[config.mk]
export PLATFORM = sky130hd
export DESIGN_NAME = pc_target_table
export DESIGN_NICKNAME = d
export VERILOG_FILES = /design/src/rtl/pc_target_table.sv
export SDC_FILE = /design/constraint.sdc
export NUM_CORES = 1
export LEC_CHECK = 0
export ABC_AREA = 1
export CORE_MARGIN = 2
export CORE_UTILIZATION = 47
export DETAILED_ROUTE_END_ITERATION = 7
export PLACE_DENSITY_LB_ADDON = 0.15
export REMOVE_ABC_BUFFERS = 1
export SYNTH_ARGS = -nofsm -noshare
export SYNTH_HDL_FRONTEND = slang
export SYNTH_SLANG_ARGS = --single-unit
[constraint.sdc]
create_clock -name clk -period 1.9 [get_ports clk]
set_input_delay 0.475 -clock clk [delete_from_list [all_inputs] [get_ports clk]]
set_output_delay 0.475 -clock clk [all_outputs]
set_load 0.03 [all_outputs]
[src/rtl/pc_target_table.sv]
// Programmable branch-target table: ENTRIES x D-bit targets, swept to zero after reset or clr,
// with registered one-cycle reads and a write-first bypass for same-cycle write/read collisions.
module pc_target_table #(
    parameter int D       = 12,
    parameter int A       = 8,
    parameter int ENTRIES = 32
) (
    input  logic         clk,
    input  logic         reset_n,
    input  logic         clr,
    output logic         busy,
    input  logic         wr_en,
    input  logic [A-1:0] wr_addr,
    input  logic [D-1:0] wr_data,
    input  logic         rd_en,
    input  logic [A-1:0] rd_addr,
    output logic [D-1:0] rd_target,
    output logic         rd_valid
);

    localparam int           IDX_W     = (ENTRIES > 1) ? $clog2(ENTRIES) : 1;
    localparam logic [A:0]   ENTRIES_W = ENTRIES[A:0];
    localparam logic [A:0]   LAST_PTR  = ENTRIES_W - 1'b1;

    typedef enum logic {
        INIT = 1'b0,
        IDLE = 1'b1
    } state_t;

    state_t             state, state_nxt;
    logic [A:0]         ptr, ptr_nxt;
    logic [D-1:0]       mem [ENTRIES];

    logic               mem_we;
    logic [IDX_W-1:0]   mem_waddr;
    logic [D-1:0]       mem_wdata;
    logic               rd_fire;
    logic [D-1:0]       rd_data_nxt;
    logic               wr_in_range;
    logic               rd_in_range;

    // A zero-extended address compare keeps out-of-range indices from aliasing onto real entries.
    assign wr_in_range = ({1'b0, wr_addr} < ENTRIES_W);
    assign rd_in_range = ({1'b0, rd_addr} < ENTRIES_W);

    always_comb begin
        state_nxt   = state;
        ptr_nxt     = ptr;
        mem_we      = 1'b0;
        mem_waddr   = ptr[IDX_W-1:0];
        mem_wdata   = '0;
        rd_fire     = 1'b0;
        rd_data_nxt = rd_target;
        case (state)
            INIT: begin
                mem_we = 1'b1;
                if (clr) begin
                    ptr_nxt = '0;
                end else if (ptr == LAST_PTR) begin
                    state_nxt = IDLE;
                    ptr_nxt   = '0;
                end else begin
                    ptr_nxt = ptr + 1'b1;
                end
            end
            IDLE: begin
                if (clr) begin
                    state_nxt = INIT;
                    ptr_nxt   = '0;
                end else begin
                    if (wr_en && wr_in_range) begin
                        mem_we    = 1'b1;
                        mem_waddr = wr_addr[IDX_W-1:0];
                        mem_wdata = wr_data;
                    end
                    if (rd_en) begin
                        rd_fire = 1'b1;
                        if (!rd_in_range) begin
                            rd_data_nxt = '0;
                        end else if (wr_en && (wr_addr == rd_addr)) begin
                            rd_data_nxt = wr_data;
                        end else begin
                            rd_data_nxt = mem[rd_addr[IDX_W-1:0]];
                        end
                    end
                end
            end
            default: begin
                state_nxt = INIT;
                ptr_nxt   = '0;
            end
        endcase
    end

    // Control and read-result registers
    always_ff @(posedge clk or negedge reset_n) begin
        if (!reset_n) begin
            state     <= INIT;
            ptr       <= '0;
            busy      <= 1'b1;
            rd_valid  <= 1'b0;
            rd_target <= '0;
        end else begin
            state    <= state_nxt;
            ptr      <= ptr_nxt;
            busy     <= (state_nxt == INIT);
            rd_valid <= rd_fire;
            if (rd_fire) begin
                rd_target <= rd_data_nxt;
            end
        end
    end

    // Storage is left unreset so it maps onto plain RAM; the sweep provides the cleared state.
    always_ff @(posedge clk) begin
        if (mem_we) begin
            mem[mem_waddr] <= mem_wdata;
        end
    end

endmodule

### After elaboration in Yosys (flattened, before gate mapping)

Memory sizes are Yosys's and may differ from the RTL's.
Index checks and enable logic that the tools add are counted.

* flip-flop bits (word level): 24
* logic and storage cells: 42
* memories kept: 1
* output and inout port bits: 14
* memory bits (writable): 384

* bitwise gates (word level): 3
* order comparisons: 2
* add/sub/neg operators: 1
* reductions and logical operators: 3
* multiplexer cells: 24
* equal/unequal tests: 3

Memories
* mem: words 32, width 12, read ports 1, clocked after Yosys merged registers in 0, write ports 1, RTL line 32 `logic [D-1:0] mem [ENTRIES];`

Operators by type and width (count)
* 2-to-1 mux 12 bit: 5
* 2-to-1 mux 9 bit: 3
* case mux 9 bit (2 select lines): 1
* less-than comparator 8 x 6 -> 1 bit (second input constant): 2
* 2-to-1 mux 5 bit: 3
* 2-to-1 mux 1 bit: 10
* adder 9 x 1 -> 9 bit (second input constant): 1
* == test 9 x 5 -> 1 bit (second input constant): 1
* == test 8 bit: 1
* case mux 1 bit (2 select lines): 2
* AND reduction 4 bit: 1
* NOT 1 bit: 3
* logical AND 1 bit: 2
* inequality test 2 bit (second input constant): 1

### Logic depth before layout (Yosys ltp)

* depth after elaboration: 7
* depth in mapped cells: 14
* mapped depth without buffers: 12

### Worst setup path before layout

No wires, ideal clock.

* path kind: input-to-reg
* start: in wr_addr[6]
* end: mem mem[29][0], enable pin
* cell stages on the path: 10
* data arrival time: 1.924 ns
* path buffers: 1
* data required time: 1.520 ns
* path slack: -0.404 ns
* setup time: 0.380 ns
* path through: nor2_1 > nand3_1 > nor2_1 > nand2_1 > buf_6 > o21ai_4 > inv_2 > nor2_1 > nand2_1 > nor2_1

* longest elaborated chain between the ends: 7

Ends and longest elaborated chain
* start, declared: RTL line 13 `input logic [A-1:0] wr_addr,`
* less-than comparator 8 x 6 -> 1 bit (*): RTL line 43 `assign wr_in_range = ({1'b0, wr_addr} < ENTRIES_W);`
* logical AND 1 bit (*): RTL line 71 `if (wr_en && wr_in_range) begin`
* 2-to-1 mux 1 bit: RTL line 71
* 2-to-1 mux 1 bit: RTL line 67 `if (clr) begin`
* case mux 1 bit (2 select lines): RTL line 54 `case (state)`
* 2-to-1 mux 1 bit: RTL line 116 `if (mem_we) begin`
* 2-to-1 mux 1 bit (implied by the code): RTL line 117 `mem[mem_waddr] <= mem_wdata;`
* end, declared: RTL line 32

Mark *: on every way between the ends. The rest lies on a longest branch, timed or not.

### Worst setup path after layout

* start: reg rd_target[3]
* end: out rd_target[3]

RTL lines
* start, declared: RTL line 17 `output logic [D-1:0] rd_target,`
* start signal, assigned: RTL line 109 `rd_target <= rd_data_nxt;`

No word-level cell between the ends.

==> flow_summary.json <==
{
  "outcome": "complete, no violations",
  "post_route_cells_drive_above_1_share_pct": 18.6,
  "top_signal_layer_used": "met4",
  "cts.clk_slew.worst_paths_ns": 0.06,
  "pin_slew_with_the_least_headroom_to_its_limit_ns": 0.730,
  "final_util_pct": 60.1,
  "adder_cell_share_of_the_synthesized_area_pct": 0.0731,
  "cpLargestDelayFamily": "flip-flops",
  "antenna_cells": 0,
  "synthXorXnorAreaFrac_pct": 0.358,
  "timing.setup.critical_path_class": "register to output pin",
  "area_taken_by_flip_flops_and_latches_um2": 12100,
  "finished_cell_area_um2": 21500,
  "final_antenna_net_count": 0,
  "netSwitchingFraction_pct": 21.7,
  "avgRoutedWirePerCell_um": 22.0,
  "finalWorstPathRequiredPeriod_ns": 1.86,
  "placement_rows": 69,
  "place.port_buffers": 46,
  "tns_ns": 0,
  "finalNetCount": 1782,
  "cp.required_ns": 1.42,
  "grt_pass1_wl_mm": 73.1,
  "synth.yosys.seq_area_share_pct": 70.9,
  "critical_path.endpoint_type": "output pin",
  "synth_compound_gate_area_share_pct": 1.00,
  "yosys.cell_count.top_type": "nand2_1",
  "power_report.internal_total_mw": 16.1,
  "placed_cell_area_um2": 19400,
  "synth-edff-count": 384,
  "power.share.sequential_pct": 47.9,
  "post_synth_mux_area_share_pct": 0,
  "clk_latency_worst_skew_pair_ns": 0.55,
  "vdd_drop_max_mv": 0.768,
  "syn-instance-count": 1559,
  "filler_cells": 2842,
  "dp_hpwl_mm": 32.7,
  "ioPinCount": 47,
  "final_hold_viol_count": 0,
  "critical_path.max_stage_delay_ns": 0.44,
  "global_route.overflow_total": 0,
  "worstPathArrival_ns": 1.39,
  "core_area_um2": 35700,
  "cp_num_buf_inv": 1,
  "drt_wl_total_mm": 49.4,
  "area_growth_pct": 25.7,
  "cts.path.max_buffers": 3,
  "cellLeakagePower_nw": 8.34,
  "clockRootBuffer": "clkbuf_16",
  "slew_headroom_pct": 51.3,
  "period_share_pct": 98.0,
  "worst-path-max-fanout": 2,
  "grt_antenna_before_repair": 2,
  "relative_contribution_of_the_clock_network_to_total_power_pct": 44.9,
  "finalSetupViolations": 0,
  "synthArstFlopShare_pct": 5.88,
  "globalplace.congestion": 0.964,
  "yosys_register_bits": 408,
  "p_comb_share_pct": 7.3,
  "drt_first_iter_violations": 1354,
  "ys_warn_count": 0,
  "initial_core_util_pct": 47.9,
  "tritoncts": "yes",
  "cap_viol_max_count": 0,
  "worst_clock_skew_ns": 0.0103,
  "netlist_area_um2": 17100,
  "drc": 0,
  "rsz0062_at_grt": "yes",
  "cts_max_level": 2,
  "main_combinational_cell_family_by_area_after_synthesis": "simple AND/OR/NAND/NOR gates",
  "yosysTopAreaCellShare_pct": 67.4,
  "synth.lib_cells_used.distinct": 29,
  "area_occupied_by_multi_input_gates_um2": 4640,
  "synth_common_cells": "nand2_1 (578), edfxtp_1 (384), nand3_1 (320), nor2_1 (65), buf_2 (51)",
  "floorplan.die.height_um": 195,
  "cts-buffers-inserted": 44,
  "post_synth_main_area_contributors": "edfxtp_1 (67%), nand2_1 (13%), nand3_1 (9.4%)",
  "setup_crit_start_kind": "register",
  "cts.sink_count": 408,
  "synth_top_area_cell": "edfxtp_1",
  "global_route_usage_over_all_layers_pct": 26.2,
  "synth.avg_cell_area_um2": 11.0,
  "drtPass1Iterations": 5,
  "detail_route.vias_per_cell": 5.54,
  "slew_violations": 0,
  "power_per_cell_area_nw_per_um2": 958,
  "fraction_of_the_mapped_netlist_area_in_simple_logic_gates_pct": 24.1,
  "worstPathCellList": "clkdlybuf4s15_1",
  "ys.flop_type": "edfxtp_1",
  "first_global_vias": 11900,
  "detailroute.via_count": 12400,
  "critical-path-slowest-cell": "dfrtp_1",
  "fmaxAchievable_ghz": 0.537,
  "sum_of_met2_wire_segment_lengths_after_detailed_routing_mm": 22.7,
  "total_switching_power_mw": 4.47,
  "die_w_um": 195,
  "met3_length_mm": 4.09,
  "maximum_number_of_pins_on_one_net_before_global_route_repair": 53,
  "timing.hold.worst.class": "primary input to register",
  "m1WireLength_mm": 20.9,
  "die_area_um2": 37900
}
final timing paths:
path                         startpoint             to  slack, ns  cells after the start
setup / recovery           rd_target[3]   rd_target[3]       0.04                      1
setup reg to reg                  state    mem[11][10]       0.06                      8
min in group asynchronous       reset_n       rd_valid       0.53                      2
hold / removal                      clr         ptr[4]       0.46                      3
max in group asynchronous       reset_n  rd_target[11]       0.89                      2
hold reg to reg            rd_target[6]   rd_target[6]       0.47                      2
layout make-up:
type                       count  share of cell area (%)
sequential                   408                    56.4
multi-input combinational   1016                    21.6
timing repair buffer         228                    11.1
clock buffer                  53                    5.42
tap                          461                    2.68
clock inverter                26                    1.89
inverter                      50                   0.920
kinds of logic (layout without fill, tap and decap cells):
| logic type | Yosys count | in the layout |
|---|---|---|
| xor gates and xnor gates | 7 | 7 |
| AOI/OAI and AO/OA | 29 | 29 |
| and+or+nand+nor | 979 | 979 |
| buffers and inverters | 135 | 357 |
| adders and majority gates | 1 | 1 |
| DFF | 408 | 408 |
flip-flops by register name (all words and copies together) (netlist names):
name       cells
state          1
rd_valid       1
ptr            9
rd_target     12
busy           1
mem          384
metrics by stage:
stage / cells / power, mW / setup slack, ns / hold WS (ns)
final: 2242 / 20.6 / 0.0372 / 0.462
after global routing: 2242 / 21.2 / -0.0238 / 0.467
after CTS: 2240 / 20.7 / -0.00850 / 0.430
after detailed placement: 2143 / 11.5 / -0.982 / 0.466
after global placement: 2143 / 11.5 / -0.978 / 0.464
after floorplan: 1474 / 10.7 / -1.10 / 0.179
power groups by stage:
stage | sequential (mW) | combinational [mW] | clock, mW
global route | 9.85 | 1.63 | 9.69
finish | 9.85 | 1.50 | 9.23
CTS | 9.85 | 1.47 | 9.33
global placement | 10.0 | 1.42 | 0
floorplan | 10.0 | 0.653 | 0
detailed placement | 10.0 | 1.43 | 0
layer usage:
metal  vias up  GRT usage [%]
met3       108           4.25
met2       616           41.4
li1       5760              -
met4         0           9.08
met5         -              0
met1      5938           37.1
layout by cell type (no fill, tap or decap), types with 4 or more instances in the layout:
cell             instances
nand3_1                319
nor2_4                  18
inv_1                   39
clkdlybuf4s50_1         17
inv_6                    4
nand2_4                  7
buf_12                  35
nand2_1                568
o22ai_1                  4
clkbuf_1                 7
nor2_2                  22
nor2_1                  29
bufinv_16               10
edfxtp_1               384
dlymetal6s2s_1           6
o21ai_0                  8
buf_6                   38
dlygate4sd2_1           12
inv_2                    8
a21oi_1                 10
clkinv_2                 7
nand2_2                  4
clkbuf_16               45
dfrtp_1                 23
buf_4                  109
nand4_1                  4
xor2_1                   5
timing repair:
action	in CTS	in global routing
gates resized for setup	114	39
hold buffers	1	0
cloned	12	1
setup endpoints to repair	683	391
endpoints found under the hold margin	18	0
buffers inserted	5	1
pin swaps	10	10
Note: power is estimated with default switching activity, not from simulation.
